<file path="config.mk">
export PLATFORM = sky130hd
export DESIGN_NAME = mips_multicycle_ctrl
export DESIGN_NICKNAME = d
export VERILOG_FILES = /design/src/rtl/mips_multicycle_ctrl.sv
export SDC_FILE = /design/constraint.sdc
export NUM_CORES = 1
export LEC_CHECK = 0
export BUFFER_PORTS_ARGS = -buffer_cell sky130_fd_sc_hd__buf_2
export CORE_ASPECT_RATIO = 0.9
export CORE_MARGIN = 2
export CORE_UTILIZATION = 59
export CTS_BUF_LIST = sky130_fd_sc_hd__clkbuf_8
export DETAILED_ROUTE_END_ITERATION = 6
export PLACE_DENSITY = 0.92
export SYNTH_ARGS = -nofsm -noshare
export SYNTH_HDL_FRONTEND = slang
export SYNTH_SLANG_ARGS = --single-unit
</file>
<file path="constraint.sdc">
create_clock -name clk -period 5.5 [get_ports clk]
set_input_delay 1.1 -clock clk [delete_from_list [all_inputs] [get_ports clk]]
set_output_delay 1.1 -clock clk [all_outputs]
set_load 0.01 [all_outputs]
</file>
<file path="src/rtl/mips_multicycle_ctrl.sv">
// ---------------------------------------------------------------------------
// mips_multicycle_ctrl
//
// Control FSM for a multi-cycle MIPS datapath that shares one memory port
// with variable latency. The FSM drives the datapath mux selects, the
// register-file and memory strobes, and the PC/IR write enables. It stalls
// on mem_ready, counts retired instructions, flags undecodable opcodes, and
// halts when a memory access waits too long.
//
// Ports
//   clk, reset         rising-edge clock; asynchronous active-high reset
//   op, funct          opcode and R-type function field from the IR
//   mem_ready          memory completes the current read or write this cycle
//   PCWrite ..PCSource datapath control strobes and mux selects (Moore,
//                      except IRWrite/PCWrite in FETCH, which follow mem_ready)
//   state              current state encoding, for debug
//   retired            number of instructions completed since reset
//   illegal_op         one-cycle pulse in DECODE on an undecodable opcode
//   mem_timeout        sticky timeout flag; the FSM sits in HALT until reset
// ---------------------------------------------------------------------------
module mips_multicycle_ctrl #(
    parameter int unsigned MAX_WAIT = 15,
    parameter int unsigned CNT_W    = 32
) (
    input  logic             clk,
    input  logic             reset,
    input  logic [5:0]       op,
    input  logic [5:0]       funct,
    input  logic             mem_ready,
    output logic             PCWrite,
    output logic             PCWriteCond,
    output logic             IorD,
    output logic             MemRead,
    output logic             MemWrite,
    output logic             IRWrite,
    output logic [1:0]       MemtoReg,
    output logic [1:0]       RegDst,
    output logic             RegWrite,
    output logic             ALUSrcA,
    output logic [1:0]       ALUSrcB,
    output logic [1:0]       ALUOp,
    output logic [1:0]       PCSource,
    output logic [3:0]       state,
    output logic [CNT_W-1:0] retired,
    output logic             illegal_op,
    output logic             mem_timeout
);

    typedef enum logic [3:0] {
        S_FETCH  = 4'd0,
        S_DECODE = 4'd1,
        S_MEMADR = 4'd2,
        S_MEMRD  = 4'd3,
        S_MEMWB  = 4'd4,
        S_MEMWR  = 4'd5,
        S_EXEC   = 4'd6,
        S_ALUWB  = 4'd7,
        S_BRANCH = 4'd8,
        S_JUMP   = 4'd9,
        S_ADDIEX = 4'd10,
        S_ADDIWB = 4'd11,
        S_JAL    = 4'd12,
        S_JR     = 4'd13,
        S_HALT   = 4'd15
    } state_t;

    localparam logic [5:0] OP_RTYPE = 6'b000000;
    localparam logic [5:0] OP_J     = 6'b000010;
    localparam logic [5:0] OP_JAL   = 6'b000011;
    localparam logic [5:0] OP_BEQ   = 6'b000100;
    localparam logic [5:0] OP_ADDI  = 6'b001000;
    localparam logic [5:0] OP_LW    = 6'b100011;
    localparam logic [5:0] OP_SW    = 6'b101011;
    localparam logic [5:0] FN_JR    = 6'b001000;

    // The stall that would bring the wait count up to MAX_WAIT is the one
    // that times out; mem_ready in that same cycle still completes normally.
    localparam logic [7:0] WAIT_LAST = 8'(MAX_WAIT - 1);

    state_t             state_q, state_d;
    logic [7:0]         wait_q, wait_d;
    logic [CNT_W-1:0]   retired_q, retired_d;
    logic               mem_timeout_q, mem_timeout_d;
    logic               timed_out;

    // Shared stall handling for FETCH, MEMRD and MEMWR: timeout if this stall
    // reaches the limit, otherwise keep counting. Any exit clears the count.
    assign timed_out = !mem_ready && (wait_q == WAIT_LAST);

    always_comb begin
        // NOTE: every signal written here gets a default first so that no
        // path through the case statement can infer a latch.
        state_d       = state_q;
        wait_d        = '0;
        retired_d     = retired_q;
        mem_timeout_d = mem_timeout_q;
        PCWrite       = 1'b0;
        PCWriteCond   = 1'b0;
        IorD          = 1'b0;
        MemRead       = 1'b0;
        MemWrite      = 1'b0;
        IRWrite       = 1'b0;
        MemtoReg      = 2'b00;
        RegDst        = 2'b00;
        RegWrite      = 1'b0;
        ALUSrcA       = 1'b0;
        ALUSrcB       = 2'b00;
        ALUOp         = 2'b00;
        PCSource      = 2'b00;
        illegal_op    = 1'b0;

        case (state_q)
            S_FETCH: begin
                MemRead = 1'b1;
                ALUSrcB = 2'b01;            // PC + 4
                if (mem_ready) begin
                    IRWrite = 1'b1;
                    PCWrite = 1'b1;
                    state_d = S_DECODE;
                end else if (timed_out) begin
                    state_d       = S_HALT;
                    mem_timeout_d = 1'b1;
                end else begin
                    wait_d = wait_q + 8'd1;
                end
            end
            S_DECODE: begin
                ALUSrcB = 2'b11;            // branch target into ALUOut
                case (op)
                    OP_LW, OP_SW: state_d = S_MEMADR;
                    OP_RTYPE:     state_d = (funct == FN_JR) ? S_JR : S_EXEC;
                    OP_BEQ:       state_d = S_BRANCH;
                    OP_J:         state_d = S_JUMP;
                    OP_JAL:       state_d = S_JAL;
                    OP_ADDI:      state_d = S_ADDIEX;
                    default: begin
                        illegal_op = 1'b1;
                        state_d    = S_FETCH;
                    end
                endcase
            end
            S_MEMADR: begin
                ALUSrcA = 1'b1;
                ALUSrcB = 2'b10;
                state_d = (op == OP_SW) ? S_MEMWR : S_MEMRD;
            end
            S_MEMRD, S_MEMWR: begin
                IorD     = 1'b1;
                MemRead  = (state_q == S_MEMRD);
                MemWrite = (state_q == S_MEMWR);
                if (mem_ready) begin
                    state_d = (state_q == S_MEMRD) ? S_MEMWB : S_FETCH;
                end else if (timed_out) begin
                    state_d       = S_HALT;
                    mem_timeout_d = 1'b1;
                end else begin
                    wait_d = wait_q + 8'd1;
                end
            end
            S_MEMWB: begin
                RegWrite = 1'b1;
                MemtoReg = 2'b01;
                state_d  = S_FETCH;
            end
            S_EXEC: begin
                ALUSrcA = 1'b1;
                ALUOp   = 2'b10;
                state_d = S_ALUWB;
            end
            S_ALUWB: begin
                RegWrite = 1'b1;
                RegDst   = 2'b01;
                state_d  = S_FETCH;
            end
            S_ADDIEX: begin
                ALUSrcA = 1'b1;
                ALUSrcB = 2'b10;
                state_d = S_ADDIWB;
            end
            S_ADDIWB: begin
                RegWrite = 1'b1;
                state_d  = S_FETCH;
            end
            S_BRANCH: begin
                ALUSrcA     = 1'b1;
                ALUOp       = 2'b01;
                PCWriteCond = 1'b1;
                PCSource    = 2'b01;
                state_d     = S_FETCH;
            end
            S_JUMP: begin
                PCWrite  = 1'b1;
                PCSource = 2'b10;
                state_d  = S_FETCH;
            end
            S_JAL: begin
                RegWrite = 1'b1;
                RegDst   = 2'b10;           // $31 gets the already-advanced PC
                MemtoReg = 2'b10;
                PCWrite  = 1'b1;
                PCSource = 2'b10;
                state_d  = S_FETCH;
            end
            S_JR: begin
                ALUSrcA  = 1'b1;
                PCWrite  = 1'b1;
                PCSource = 2'b11;
                state_d  = S_FETCH;
            end
            default: begin
                state_d = S_HALT;           // HALT holds until reset
            end
        endcase

        // An instruction retires when a completed sequence returns to FETCH;
        // stalls, illegal-op aborts and HALT never count.
        if (state_d == S_FETCH &&
            !(state_q inside {S_FETCH, S_DECODE, S_HALT})) begin
            retired_d = retired_q + CNT_W'(1);
        end
    end

    always_ff @(posedge clk or posedge reset) begin
        if (reset) begin
            state_q       <= S_FETCH;
            wait_q        <= '0;
            retired_q     <= '0;
            mem_timeout_q <= 1'b0;
        end else begin
            // NOTE: state registers use non-blocking assignments so every
            // flop samples the pre-edge values, independent of statement order.
            state_q       <= state_d;
            wait_q        <= wait_d;
            retired_q     <= retired_d;
            mem_timeout_q <= mem_timeout_d;
        end
    end

    assign state       = state_q;
    assign retired     = retired_q;
    assign mem_timeout = mem_timeout_q;

endmodule

</file>
; ---- Yosys cells after proc, flatten, opt, wreduce, memory -nomap -nowiden
; Cells that the tools add are included.
[word_totals]
output_inout_bits = 56
word_cells = 75
inputBits = 15
regBits = 45
[classes]
add_sub_neg = 2
n_eq_ne = 22
n_reduce_logical = 19
muxes = 27
bitwise_logic = 1
[ops]
columns = cell, count
row1 = "adder 32 x 1 -> 32 bit, second input constant", 1
row2 = "== test 4 bit, second input constant", 7
row3 = one-hot mux 4 bit (7 select lines), 1
row4 = 2-to-1 mux 8 bit, 3
row5 = one-hot mux 4 bit (6 select lines), 1
row6 = "== test 4 x 3 -> 1 bit, second input constant", 4
row7 = 2-to-1 mux 4 bit, 4
row8 = OR reduction 7 bit, 2
row9 = "== test 6 x 2 -> 1 bit, second input constant", 2
row10 = "== test 6 x 4 -> 1 bit, second input constant", 2
row11 = "== test 6 bit, second input constant", 2
row12 = one-hot mux 2 bit (2 select lines), 3
row13 = one-hot mux 2 bit (3 select lines), 2
row14 = 2-to-1 mux 1 bit, 9
row15 = "adder 8 x 1 -> 8 bit, second input constant", 1
row16 = "== test 4 x 2 -> 1 bit, second input constant", 2
row17 = "== test 8 x 4 -> 1 bit, second input constant", 1
row18 = zero test 4 bit, 2
row19 = OR reduction 2 bit, 4
row20 = "== test 6 x 3 -> 1 bit, second input constant", 1
row21 = zero test 6 bit, 1
row22 = 2-to-1 mux 3 bit, 2
row23 = OR reduction 3 bit, 2
row24 = OR reduction 5 bit, 1
row25 = other kinds (8), 11

; ---- Longest topological paths before layout
[depth]
depth_word = 7
depth_mapped = 7
ltp_nobuf = 6

; ---- Worst setup path before layout
; OpenSTA, ideal clock, no wires.
[synth_timing]
path_type = input to output
startpoint = in op[1]
endpoint = out illegal_op
path_slack_ps = 2537
path_buffers = 1
stages = 5
required_ps = 4400
arrival_time_ps = 1863
path_cell_list = clkbuf_1 a211oi_1 a31oi_1 o2bb2ai_1 a21oi_1
[synth_via]
elab_chain_len = 4
word_cells_on_any_way = 10
classes_between = eq/ne: 6 / mux: 2 / reduce/logical: 2
[synth_rtl]
columns = item, line
row1 = from (decl), 27  ; input logic [5:0] op,
row2 = == test 6 bit (tied with other cells), 129  ; case (op)
row3 = OR reduction 7 bit (no source line) (*), -
row4 = 2-to-1 mux 1 bit (*), 129
row5 = 2-to-1 mux 1 bit (*), 112  ; case (state_q)
row6 = to (decl), 45  ; output logic illegal_op,
; Mark *: on every way between the ends. The rest lies on a longest branch, timed or not.

; ---- Final worst setup path
[layout_timing]
startpoint = in op[3]
endpoint = out illegal_op
; The elaborated chain is that of the path after synthesis.

==> metrics.cfg <==
[status]
status=completed

[layout]
final-seq-area_mm2=0.00113
drive_above_1_share_pct=26.7
antennaDiodeCount=0
syn_to_final_growth_pct=16.3
nets=380
mostFrequentLayoutCells=70 x buf_2, 45 x dfrtp_1, 32 x xor2_1
nFillCells=331
final_common_cell=buf_2
multi_input_area_mm2=0.00148

[min_path]
hold_class=reg2reg

[clock_network]
ctsHoldBuffers=0
clk-insertion-delay-late_ns=0.29
cts.sinks=45
postCtsSetupBuffers=0
clock_path_buffers=2
cts_resized=0
cts_tree=yes
cts_buffers=5
cts_max_level=2
path_clk_slew_ns=0.09
cts-root-buf=clkbuf_8

[sta]
relSlewSlack_pct=55.0
fin_skew_ns=0.0126
fmax_mhz=323
period_share_pct=56.3
period_minus_slack_ns=3.10
hold_viol_final=0
worst_pin_slew_ns=0.675
rsz0062_at_grt=false
maxSlewViolCount=0
fin_tns_setup_ns=0
setup_viol=0

[placement]
port_buffers=70
place_hpwl_mm=4.41
gp_congestion=0.867

[worst_setup_path]
criticalPathCategory=in2out
critPathMaxFanout=7
r2r_setup_slack_ns=2.92
worstPathArrival_ns=2.00
critical_path_required_ns=4.40
crit_path_end_kind=output pin
start_kind=input port

[synthesis]
ys_seq_elements=45
ys_warn_count=0
synth_edf_count=0
synth_area_per_cell_um2=9.06
synthFlopType=dfrtp_1
synthesis.area_mm2=0.00274
synthArstFlopShare_pct=100
yosysTopAreaCell=dfrtp_1
synth_top_cell_area_share_pct=41.1
yosysSeqAreaShare_pct=41.1
synth_area_leaders=dfrtp_1 41%, xor2_1 10%, nor3_1 4.2%, nand2_1 3.4%, nor2_1 3.4%
syn-num-nets=320
syn_inst=302
ys_types=51

[die]
coreArea_mm2=0.00446
initial_utilization_pct=61.4
io_pins=71
die_h_um=68.6
rows=23
die_w_um=75.8
die-area_mm2=0.00520

[global_route]
antenna_found_initial=0
grt_pass1_wl_mm=9.80
grt_use_met2_pct=40.9
grt_usage_pct=24.6
grt_pass1_vias=2228
met1_usage_pct=32.1
overflow=0
grt_util_met3_pct=5.52
grt_max_degree=46
grt_most_used_layer=met2

[power]
vdd_ir_drop_max_mv=0.178
finalPower_mw=0.726
p_leak_nw=1.60
p_per_area_mw_per_mm2=228

[run]
maxCapViolations=0

[detailed_routing]
vias_per_cell=5.78
remaining_drc_errors=0
vias=2458
routed_wl_mm=6.21
dr.first_iter.drc_count=181
final_antenna_net_count=0
wl_per_cell_um=14.6
firstDrtPassIters=4

[critical path: stages]
cell       delay (ns)
buf_2            0.14
a211oi_1         0.26
a31oi_1          0.08
o2bb2ai_1        0.20
a21oi_1          0.08
buf_2            0.14
[sequential cells by signal (all words and copies together), names as in the netlist]
| signal | cells |
|---|---|
| mem_timeout | 1 |
| retired | 32 |
| state | 4 |
| wait_q | 8 |
[synthesized netlist by cell type, types with 2 or more instances]
master    count
dfrtp_1      45
xor2_1       32
nand2_1      25
nor2_1       25
nor3_1       23
nand3_1      17
inv_1        10
nand2b_1     10
nand4_1      10
nor4_1       10
clkbuf_1      7
o21ai_0       7
a21oi_1       6
xnor2_1       6
and2_1        5
buf_2         5
nor3_2        5
and3_1        4
buf_4         4
or3_1         4
buf_1         3
ha_1          3
nor2b_1       3
or2_2         3
a211oi_1      2
a31oi_1       2
nor4_2        2
[final timing paths]
kind / start / end / depth (start not counted)
setup reg to reg: state[1] / retired[1] / 6
hold reg to reg: retired[31] / retired[31] / 1
setup / recovery: op[3] / illegal_op / 6
max in group asynchronous: reset / wait_q[4] / 3
hold / removal: retired[31] / retired[31] / 1
min in group asynchronous: reset / retired[31] / 3
[area by class of cell]
cell class | count | area share, %
clock buffers | 6 | 2.59
flip-flops and latches | 45 | 35.4
repair buffers | 72 | 11.5
inverters | 10 | 1.18
clock inverters | 2 | 0.432
multi-input cells | 228 | 46.5
well taps | 62 | 2.44
[per-stage QoR]
stage	cells	hold slack (ns)	util (%)	setup slack [ns]	area, um2
6_report	425	0.469	71.4	2.40	3180
3_3_place_gp	417	0.446	69.2	2.40	3090
3_5_place_dp	417	0.451	69.2	2.35	3090
4_1_cts	425	0.468	71.4	2.40	3180
5_1_grt	425	0.483	71.4	2.32	3180
2_1_floorplan	302	0.475	-	2.54	2740
[layer usage]
layer	vias up	wire, um	share of wire, %
met5	-	0	0
met4	0	68	1.1
met3	9	343	5.5
met2	91	3030	49
met1	1177	2770	45
li1	1181	-	-
[logic make-up after synthesis]
kind of cell	Yosys count	share of synthesized area, %
and+or+nand+nor	156	32.0
buffers and inverters	29	4.75
AOI/OAI and AO/OA	30	8.18
adders and majority gates	3	1.37
muxes	1	0.411
xor gates and xnor gates	38	12.2
DFF	45	41.1
[where the power goes]
| group | switching [mW] | internal (mW) | total (mW) |
|---|---|---|---|
| clock | 0.110 | 0.102 | 0.212 |
| sequential | 0.0301 | 0.347 | 0.377 |
| combinational | 0.0846 | 0.0522 | 0.137 |
No activity file was read; power rests on OpenSTA's default activity.
